## src/rtl/ram_cmd_pkg.sv

```systemverilog
// Shared op codes, FSM state encoding and default widths for the RAM command arbiter.
package ram_cmd_pkg;

    localparam int ADDR_W_DEF = 8;
    localparam int DATA_W_DEF = 8;

    localparam logic [1:0] OP_WR_ADDR = 2'b00;
    localparam logic [1:0] OP_WR_DATA = 2'b01;
    localparam logic [1:0] OP_RD_ADDR = 2'b10;
    localparam logic [1:0] OP_RD_DATA = 2'b11;

    typedef enum logic [2:0] {
        ST_IDLE     = 3'd0,
        ST_CMD_ADDR = 3'd1,
        ST_CMD_DATA = 3'd2,
        ST_RD_WAIT  = 3'd3,
        ST_ACK      = 3'd4
    } state_e;

endpackage

```

## src/rtl/rr_arb2.sv

```systemverilog
// Two-way round-robin arbiter: on contention the port that was not served last wins.
module rr_arb2 (
    input  logic [1:0] req,
    input  logic       last_gnt,
    input  logic       en,
    output logic [1:0] gnt
);

    // Combinational grant selection
    always_comb begin
        gnt = 2'b00;
        if (!en) begin
            gnt = 2'b00;
        end else if (req == 2'b11) begin
            gnt = last_gnt ? 2'b01 : 2'b10;
        end else begin
            gnt = req;
        end
    end

endmodule

```

## src/rtl/ram_cmd_arbiter.sv

```systemverilog
// Arbitrates two requesters onto the single-port command RAM and sequences its commands.
// Optional RAM_ADDR_CACHE_EN skips the address command when the RAM already holds that address.
module ram_cmd_arbiter
    import ram_cmd_pkg::*;
#(
    parameter int ADDR_W     = ADDR_W_DEF,
    parameter int DATA_W     = DATA_W_DEF,
    parameter int RD_TIMEOUT = 4
) (
    input  logic              clk,
    input  logic              rst_n,
    input  logic              req0,
    input  logic              we0,
    input  logic [ADDR_W-1:0] addr0,
    input  logic [DATA_W-1:0] wdata0,
    input  logic              req1,
    input  logic              we1,
    input  logic [ADDR_W-1:0] addr1,
    input  logic [DATA_W-1:0] wdata1,
    output logic              ack0,
    output logic              ack1,
    output logic [DATA_W-1:0] rdata,
    output logic              err,
    output logic              busy,
    output logic [DATA_W+1:0] ram_din,
    output logic              ram_rx_valid,
    input  logic [DATA_W-1:0] ram_dout,
    input  logic              ram_tx_valid
);

    localparam int TW = $clog2(RD_TIMEOUT + 1);

    state_e              state_r, state_nxt_s;
    logic                gnt_port_r, we_r, last_gnt_r;
    logic [ADDR_W-1:0]   addr_r;
    logic [DATA_W-1:0]   wdata_r, rdata_r, rdata_nxt_s;
    logic [TW-1:0]       cnt_r, cnt_nxt_s;
    logic                ack0_r, ack1_r, err_r, busy_r, rxv_r;
    logic                ack0_nxt_s, ack1_nxt_s, err_nxt_s, rxv_nxt_s;
    logic [DATA_W+1:0]   din_r, din_nxt_s;
    logic [1:0]          gnt_s;
    logic                grant_s, sel_we_s, skip_s, timeout_s;
    logic [ADDR_W-1:0]   sel_addr_s;
    logic [DATA_W-1:0]   sel_wdata_s;

    function automatic logic [DATA_W+1:0] data_cmd(input logic we, input logic [DATA_W-1:0] wd);
        return we ? {OP_WR_DATA, wd} : {OP_RD_DATA, {DATA_W{1'b0}}};
    endfunction

    rr_arb2 u_arb (
        .req      ({req1, req0}),
        .last_gnt (last_gnt_r),
        .en       (state_r == ST_IDLE),
        .gnt      (gnt_s)
    );

    assign grant_s     = |gnt_s;
    assign sel_we_s    = gnt_s[1] ? we1 : we0;
    assign sel_addr_s  = gnt_s[1] ? addr1 : addr0;
    assign sel_wdata_s = gnt_s[1] ? wdata1 : wdata0;
    assign timeout_s   = (state_r == ST_RD_WAIT) && !ram_tx_valid
                         && (cnt_r == TW'(RD_TIMEOUT - 1));

`ifdef RAM_ADDR_CACHE_EN
    logic [ADDR_W-1:0] wr_addr_q, rd_addr_q;
    logic              wr_vld_q, rd_vld_q;

    assign skip_s = sel_we_s ? (wr_vld_q && (wr_addr_q == sel_addr_s))
                             : (rd_vld_q && (rd_addr_q == sel_addr_s));

    // Shadow of the RAM's internal write/read address registers
    always_ff @(posedge clk or negedge rst_n) begin
        if (!rst_n) begin
            wr_addr_q <= {ADDR_W{1'b0}};
            rd_addr_q <= {ADDR_W{1'b0}};
            wr_vld_q  <= 1'b0;
            rd_vld_q  <= 1'b0;
        end else if (timeout_s) begin
            wr_vld_q  <= 1'b0;
            rd_vld_q  <= 1'b0;
        end else if ((state_r == ST_IDLE) && grant_s && !skip_s) begin
            if (sel_we_s) begin
                wr_addr_q <= sel_addr_s;
                wr_vld_q  <= 1'b1;
            end else begin
                rd_addr_q <= sel_addr_s;
                rd_vld_q  <= 1'b1;
            end
        end else begin
            wr_vld_q  <= wr_vld_q;
            rd_vld_q  <= rd_vld_q;
        end
    end
`else
    assign skip_s = 1'b0;
`endif

    // Next state plus the registered output values belonging to that state
    always_comb begin
        state_nxt_s = state_r;
        din_nxt_s   = {(DATA_W + 2){1'b0}};
        rxv_nxt_s   = 1'b0;
        ack0_nxt_s  = 1'b0;
        ack1_nxt_s  = 1'b0;
        err_nxt_s   = 1'b0;
        rdata_nxt_s = rdata_r;
        cnt_nxt_s   = cnt_r;
        case (state_r)
            ST_IDLE: begin
                if (grant_s) begin
                    rxv_nxt_s = 1'b1;
                    if (skip_s) begin
                        state_nxt_s = ST_CMD_DATA;
                        din_nxt_s   = data_cmd(sel_we_s, sel_wdata_s);
                    end else begin
                        state_nxt_s = ST_CMD_ADDR;
                        din_nxt_s   = {sel_we_s ? OP_WR_ADDR : OP_RD_ADDR, sel_addr_s};
                    end
                end else begin
                    state_nxt_s = ST_IDLE;
                end
            end
            ST_CMD_ADDR: begin
                state_nxt_s = ST_CMD_DATA;
                din_nxt_s   = data_cmd(we_r, wdata_r);
                rxv_nxt_s   = 1'b1;
            end
            ST_CMD_DATA: begin
                if (we_r) begin
                    state_nxt_s = ST_ACK;
                    ack0_nxt_s  = ~gnt_port_r;
                    ack1_nxt_s  = gnt_port_r;
                end else begin
                    state_nxt_s = ST_RD_WAIT;
                    cnt_nxt_s   = {TW{1'b0}};
                end
            end
            ST_RD_WAIT: begin
                if (ram_tx_valid) begin
                    state_nxt_s = ST_ACK;
                    ack0_nxt_s  = ~gnt_port_r;
                    ack1_nxt_s  = gnt_port_r;
                    rdata_nxt_s = ram_dout;
                end else if (timeout_s) begin
                    state_nxt_s = ST_ACK;
                    ack0_nxt_s  = ~gnt_port_r;
                    ack1_nxt_s  = gnt_port_r;
                    err_nxt_s   = 1'b1;
                    rdata_nxt_s = {DATA_W{1'b0}};
                end else begin
                    cnt_nxt_s   = cnt_r + TW'(1);
                end
            end
            ST_ACK: begin
                state_nxt_s = ST_IDLE;
            end
            default: begin
                state_nxt_s = ST_IDLE;
            end
        endcase
    end

    // State, transaction latches and output registers
    always_ff @(posedge clk or negedge rst_n) begin
        if (!rst_n) begin
            state_r    <= ST_IDLE;
            gnt_port_r <= 1'b0;
            we_r       <= 1'b0;
            addr_r     <= {ADDR_W{1'b0}};
            wdata_r    <= {DATA_W{1'b0}};
            last_gnt_r <= 1'b1;
            cnt_r      <= {TW{1'b0}};
            ack0_r     <= 1'b0;
            ack1_r     <= 1'b0;
            err_r      <= 1'b0;
            busy_r     <= 1'b0;
            rxv_r      <= 1'b0;
            din_r      <= {(DATA_W + 2){1'b0}};
            rdata_r    <= {DATA_W{1'b0}};
        end else begin
            state_r <= state_nxt_s;
            cnt_r   <= cnt_nxt_s;
            ack0_r  <= ack0_nxt_s;
            ack1_r  <= ack1_nxt_s;
            err_r   <= err_nxt_s;
            busy_r  <= (state_nxt_s != ST_IDLE);
            rxv_r   <= rxv_nxt_s;
            din_r   <= din_nxt_s;
            rdata_r <= rdata_nxt_s;
            if ((state_r == ST_IDLE) && grant_s) begin
                gnt_port_r <= gnt_s[1];
                we_r       <= sel_we_s;
                addr_r     <= sel_addr_s;
                wdata_r    <= sel_wdata_s;
            end else begin
                gnt_port_r <= gnt_port_r;
                we_r       <= we_r;
                addr_r     <= addr_r;
                wdata_r    <= wdata_r;
            end
            if (state_r == ST_ACK) begin
                last_gnt_r <= gnt_port_r;
            end else begin
                last_gnt_r <= last_gnt_r;
            end
        end
    end

    assign ack0         = ack0_r;
    assign ack1         = ack1_r;
    assign err          = err_r;
    assign busy         = busy_r;
    assign rdata        = rdata_r;
    assign ram_din      = din_r;
    assign ram_rx_valid = rxv_r;

endmodule

```

## config.mk

```make
export PLATFORM = sky130hd
export DESIGN_NAME = ram_cmd_arbiter
export DESIGN_NICKNAME = d
export VERILOG_FILES = /design/src/rtl/ram_cmd_pkg.sv /design/src/rtl/rr_arb2.sv /design/src/rtl/ram_cmd_arbiter.sv
export SDC_FILE = /design/constraint.sdc
export NUM_CORES = 1
export LEC_CHECK = 0
export ABC_AREA = 1
export CORE_UTILIZATION = 48
export DETAILED_ROUTE_END_ITERATION = 8
export PLACE_DENSITY = 0.85
export SETUP_SLACK_MARGIN = 0.15
export SYNTH_ARGS = -nofsm -noshare
export SYNTH_HDL_FRONTEND = slang
export SYNTH_SLANG_ARGS = --single-unit
```

## constraint.sdc

```tcl
create_clock -name clk -period 2.1 [get_ports clk]
set_input_delay 0.63 -clock clk [delete_from_list [all_inputs] [get_ports clk]]
set_output_delay 0.63 -clock clk [all_outputs]
set_load 0.02 [all_outputs]
```

==> results of run 1 <==
through the flow:
stage,power [W],std cells,setup slack (ns)
4_1_cts,0.00358,368,0.199
3_3_place_gp,0.00303,361,0.163
6_report,0.00357,368,0.200
5_1_grt,0.00383,368,0.163
3_5_place_dp,0.00307,361,0.0869
2_1_floorplan,0.00240,244,0.674
routing by layer:
metal	vias to the layer above	track usage	part of all wire
met1	849	0.335	0.45
met2	57	0.365	0.48
met3	8	0.0621	0.047
li1	916	-	-
met4	0	0.0984	0.020
met5	-	0	0
state kept, by name (all words and copies together) (netlist names):
signal        flops
gnt_port_r        1
last_gnt_r        1
we_r              1
wdata_r           8
ack0              1
state_r           3
rdata             8
ram_rx_valid      1
ram_din          10
ack1              1
err               1
busy              1
cnt_r             3
power breakdown:
part | switching, W | internal, W | total, W
Combinational | 0.00103 | 0.000744 | 0.00178
Sequential | 0.000180 | 0.00111 | 0.00129
Clock | 0.000268 | 0.000225 | 0.000493
cells by family (layout without fill, tap and decap cells):
logic type,Yosys count,after routing
compound gates,6,6
fa+ha+maj,2,2
buf+inv,53,129
flops,40,40
simple gates,143,143
area by class of cell:
| cell class | instances | area (µm²) | share of cell area |
|---|---|---|---|
| clock inverters | 2 | 12.5 | 0.00448 |
| well taps | 48 | 60.1 | 0.0215 |
| flip-flops and latches | 40 | 1000 | 0.359 |
| inverters | 44 | 165 | 0.0591 |
| repair buffers | 78 | 753 | 0.270 |
| clock buffers | 5 | 68.8 | 0.0246 |
| multi-input cells | 151 | 731 | 0.262 |
layout by cell type, fill, tap and decap left out, types with 2 or more instances in the layout:
cell type,count
buf_4,9
clkbuf_8,5
clkdlybuf4s50_1,68
dfrtp_1,39
ha_1,2
inv_1,43
nand2_1,79
nand3_1,31
nand4_1,17
nor2_1,8
nor2_2,2
nor2_4,2
o21ai_0,2
final timing paths:
check | startpoint | to | slack (ns) | depth (start not counted)
max | rdata[5] | rdata[5] | 0.20 | 1
min | rst_n | ram_din[7] | 0.37 | 2
max reg2reg | state_r[2] | ram_din[4] | 0.54 | 5
min reg2reg | gnt_port_r | ack0 | 0.43 | 1
max in group asynchronous | rst_n | last_gnt_r | 1.36 | 2
min in group clk | gnt_port_r | ack0 | 0.43 | 1
==> summary.md, run 1 <==
| Metric | Value |
|---|---|
| Most common cell in the synthesized netlist | nand2_1 |
| Data arrival, critical path | 1.27 ns |
| PD cells | 1280 nW/µm² |
| Max-cap violations | 0 |
| Skew-Pair Late Insertion Delay | ~0.3 ns |
| Ys async rst share | 1.00 |
| Mux cell area share after synthesis | 0 |
| Nets | roughly 370 |
| #FFs+latches synth | 40 |
| Htree depth | 2 |
| Starting DRT DRC Count | around 130 |
| Area Overhead vs Synth | 41.6% |
| CTS Sinks | 40 |
| Filler cells | 303 |
| Static Leak | ~1.5 nW |
| Library cells used by synthesis | 23 |
| Number of global-route vias before repair | approximately 1,700 |
| Share of the synthesized area in the top cell type | 0.495 |
| Worst slew margin | 0.568 |
| Largest family of logic cells by synthesized area | simple AND/OR/NAND/NOR gates |
| Aggregate global routing overflow | 0 |
| CTS Hold Buffers Added | 0 |
| Clock Skew | slightly below 0.007 ns |
| Crit end category | primary output |
| Clk buf depth | 2 |
| Post_cts resized | 0 |
| Post-synthesis adder-cell area fraction | 0.0127 |
| Vias | 1,830 |
| Initial antenna violation count | 0 |
| Slowest stage delay, CP | between 0.6 and 0.7 ns |
| First-pass GRT wire length | 7.78 mm |
| Share of cells above drive strength 1 | 0.0875 |
| CP Launch Type | register |
| Post-synthesis compound-gate area fraction | 0.0184 |
| Final period util | 0.905 |
| Synthesized area per cell | ~8.1 µm² |
| CP cell instances | clkdlybuf4s50_1 |
| Clock tree root driver cell | clkbuf_8 |
| Post-synthesis simple-gate area fraction | 0.339 |
| Status | finished, final reports clean |
| Final Hold Fails | 0 |
| Cell family with the largest share of critical-path delay | buffers and inverters |
| Post-CTS setup buffer count | 0 |
| Fin crit period | between 1.5 and 2 ns |
| Clk pin slew, worst setup/hold paths | approximately 0.08 ns |
| Yosys top cell by area | dfrtp_1 |
| WL/cell | 12.8 µm |
| Final antenna-violating net count | 0 |
| Final hold slack | around 0.37 ns |
| CTS Buf Count | 5 |
| DIE AREA | between 4000 and 5000 µm² |
| WP buf/inv | 1 |
| Crit Path Class | reg2out |
| Final setup violating endpoints | 0 |
| Gate Count Post-Synth | 244 |
| Synth Flop Type | dfrtp_1 |
| Post-route cell area | approximately 2800 µm² |
| Number of synthesized flops with an enable pin | 0 |
| CTS tree | built |
| Largest net degree at the start of global routing | 41 |
| TritonRoute pass-1 iters | 4 |
| Via/cell ratio | about 5.0 |
| # diodes | 0 |
| CP Max Fanout | 2 |
| Detailed-route wire length | approximately 4.7 mm |
| Synthesized area | 1970 µm² |
| Total track usage | 0.244 |
| Final design utilization | 0.735 |
| Setup_tns | 0 ns |
| Critical path's slowest cell | clkdlybuf4s50_1 |
| Top cells by area, synth | dfrtp_1 49%, nand2_1 15%, inv_1 8.2% |
| CP Data Required Time | roughly 1.5 ns |
| Core Region | 3800 µm² |
| Gpl congestion | approximately 0.84 |
| Synth warn | 0 |
| Die Height | ~66 µm |
| Peak supply drop | just under 800 µV |
| RSZ-0062 raised after global routing | false |
| Port Buf Inserts | 69 |
| Die width | 66.1 µm |
| Worst Max-Slew Pin Slew | between 0.6 and 0.7 ns |
| Post-Syn Nets | approximately 290 |
| Post-DP HPWL | between 3 and 4 mm |
| Post-placement cell area | ~2700 µm² |
| XOR/XNOR Fraction of Synth Area | 0 |
| Initial Util | 0.519 |
| DRC violations left | 0 |
| Io pins | 70 |
| Rows | 22 |
| Sequential fraction of the synthesis area | 0.508 |
| Final Max Slew Viols | 0 |
| Hold crit path type | in2async |
| Fmax | between 500 and 600 MHz |
| Commonest cells in the netlist | 79 x nand2_1, 43 x inv_1, 39 x dfrtp_1, 31 x nand3_1, 17 x nand4_1 |
(Power assumes the default switching activity.)
==> run 2: changes to the inputs <==
--- a/config.mk
+++ b/config.mk
@@ -7,9 +7,12 @@
 export LEC_CHECK = 0
 export ABC_AREA = 1
 export CORE_UTILIZATION = 48
+export CTS_CLUSTER_SIZE = 24
 export DETAILED_ROUTE_END_ITERATION = 8
+export GPL_ROUTABILITY_DRIVEN = 1
 export PLACE_DENSITY = 0.85
 export SETUP_SLACK_MARGIN = 0.15
 export SYNTH_ARGS = -nofsm -noshare
 export SYNTH_HDL_FRONTEND = slang
 export SYNTH_SLANG_ARGS = --single-unit
+export TNS_END_PERCENT = 30
==> results of run 2 <==
The final DEF is identical to that of run 1; final timing and power are the same.
==> run 3: changes to the inputs <==
--- a/config.mk
+++ b/config.mk
@@ -12,6 +12,7 @@
 export GPL_ROUTABILITY_DRIVEN = 1
 export PLACE_DENSITY = 0.85
 export SETUP_SLACK_MARGIN = 0.15
+export SLEW_MARGIN = 30
 export SYNTH_ARGS = -nofsm -noshare
 export SYNTH_HDL_FRONTEND = slang
 export SYNTH_SLANG_ARGS = --single-unit
==> results of run 3 <==
The final DEF is identical to that of run 1; final timing and power are the same.
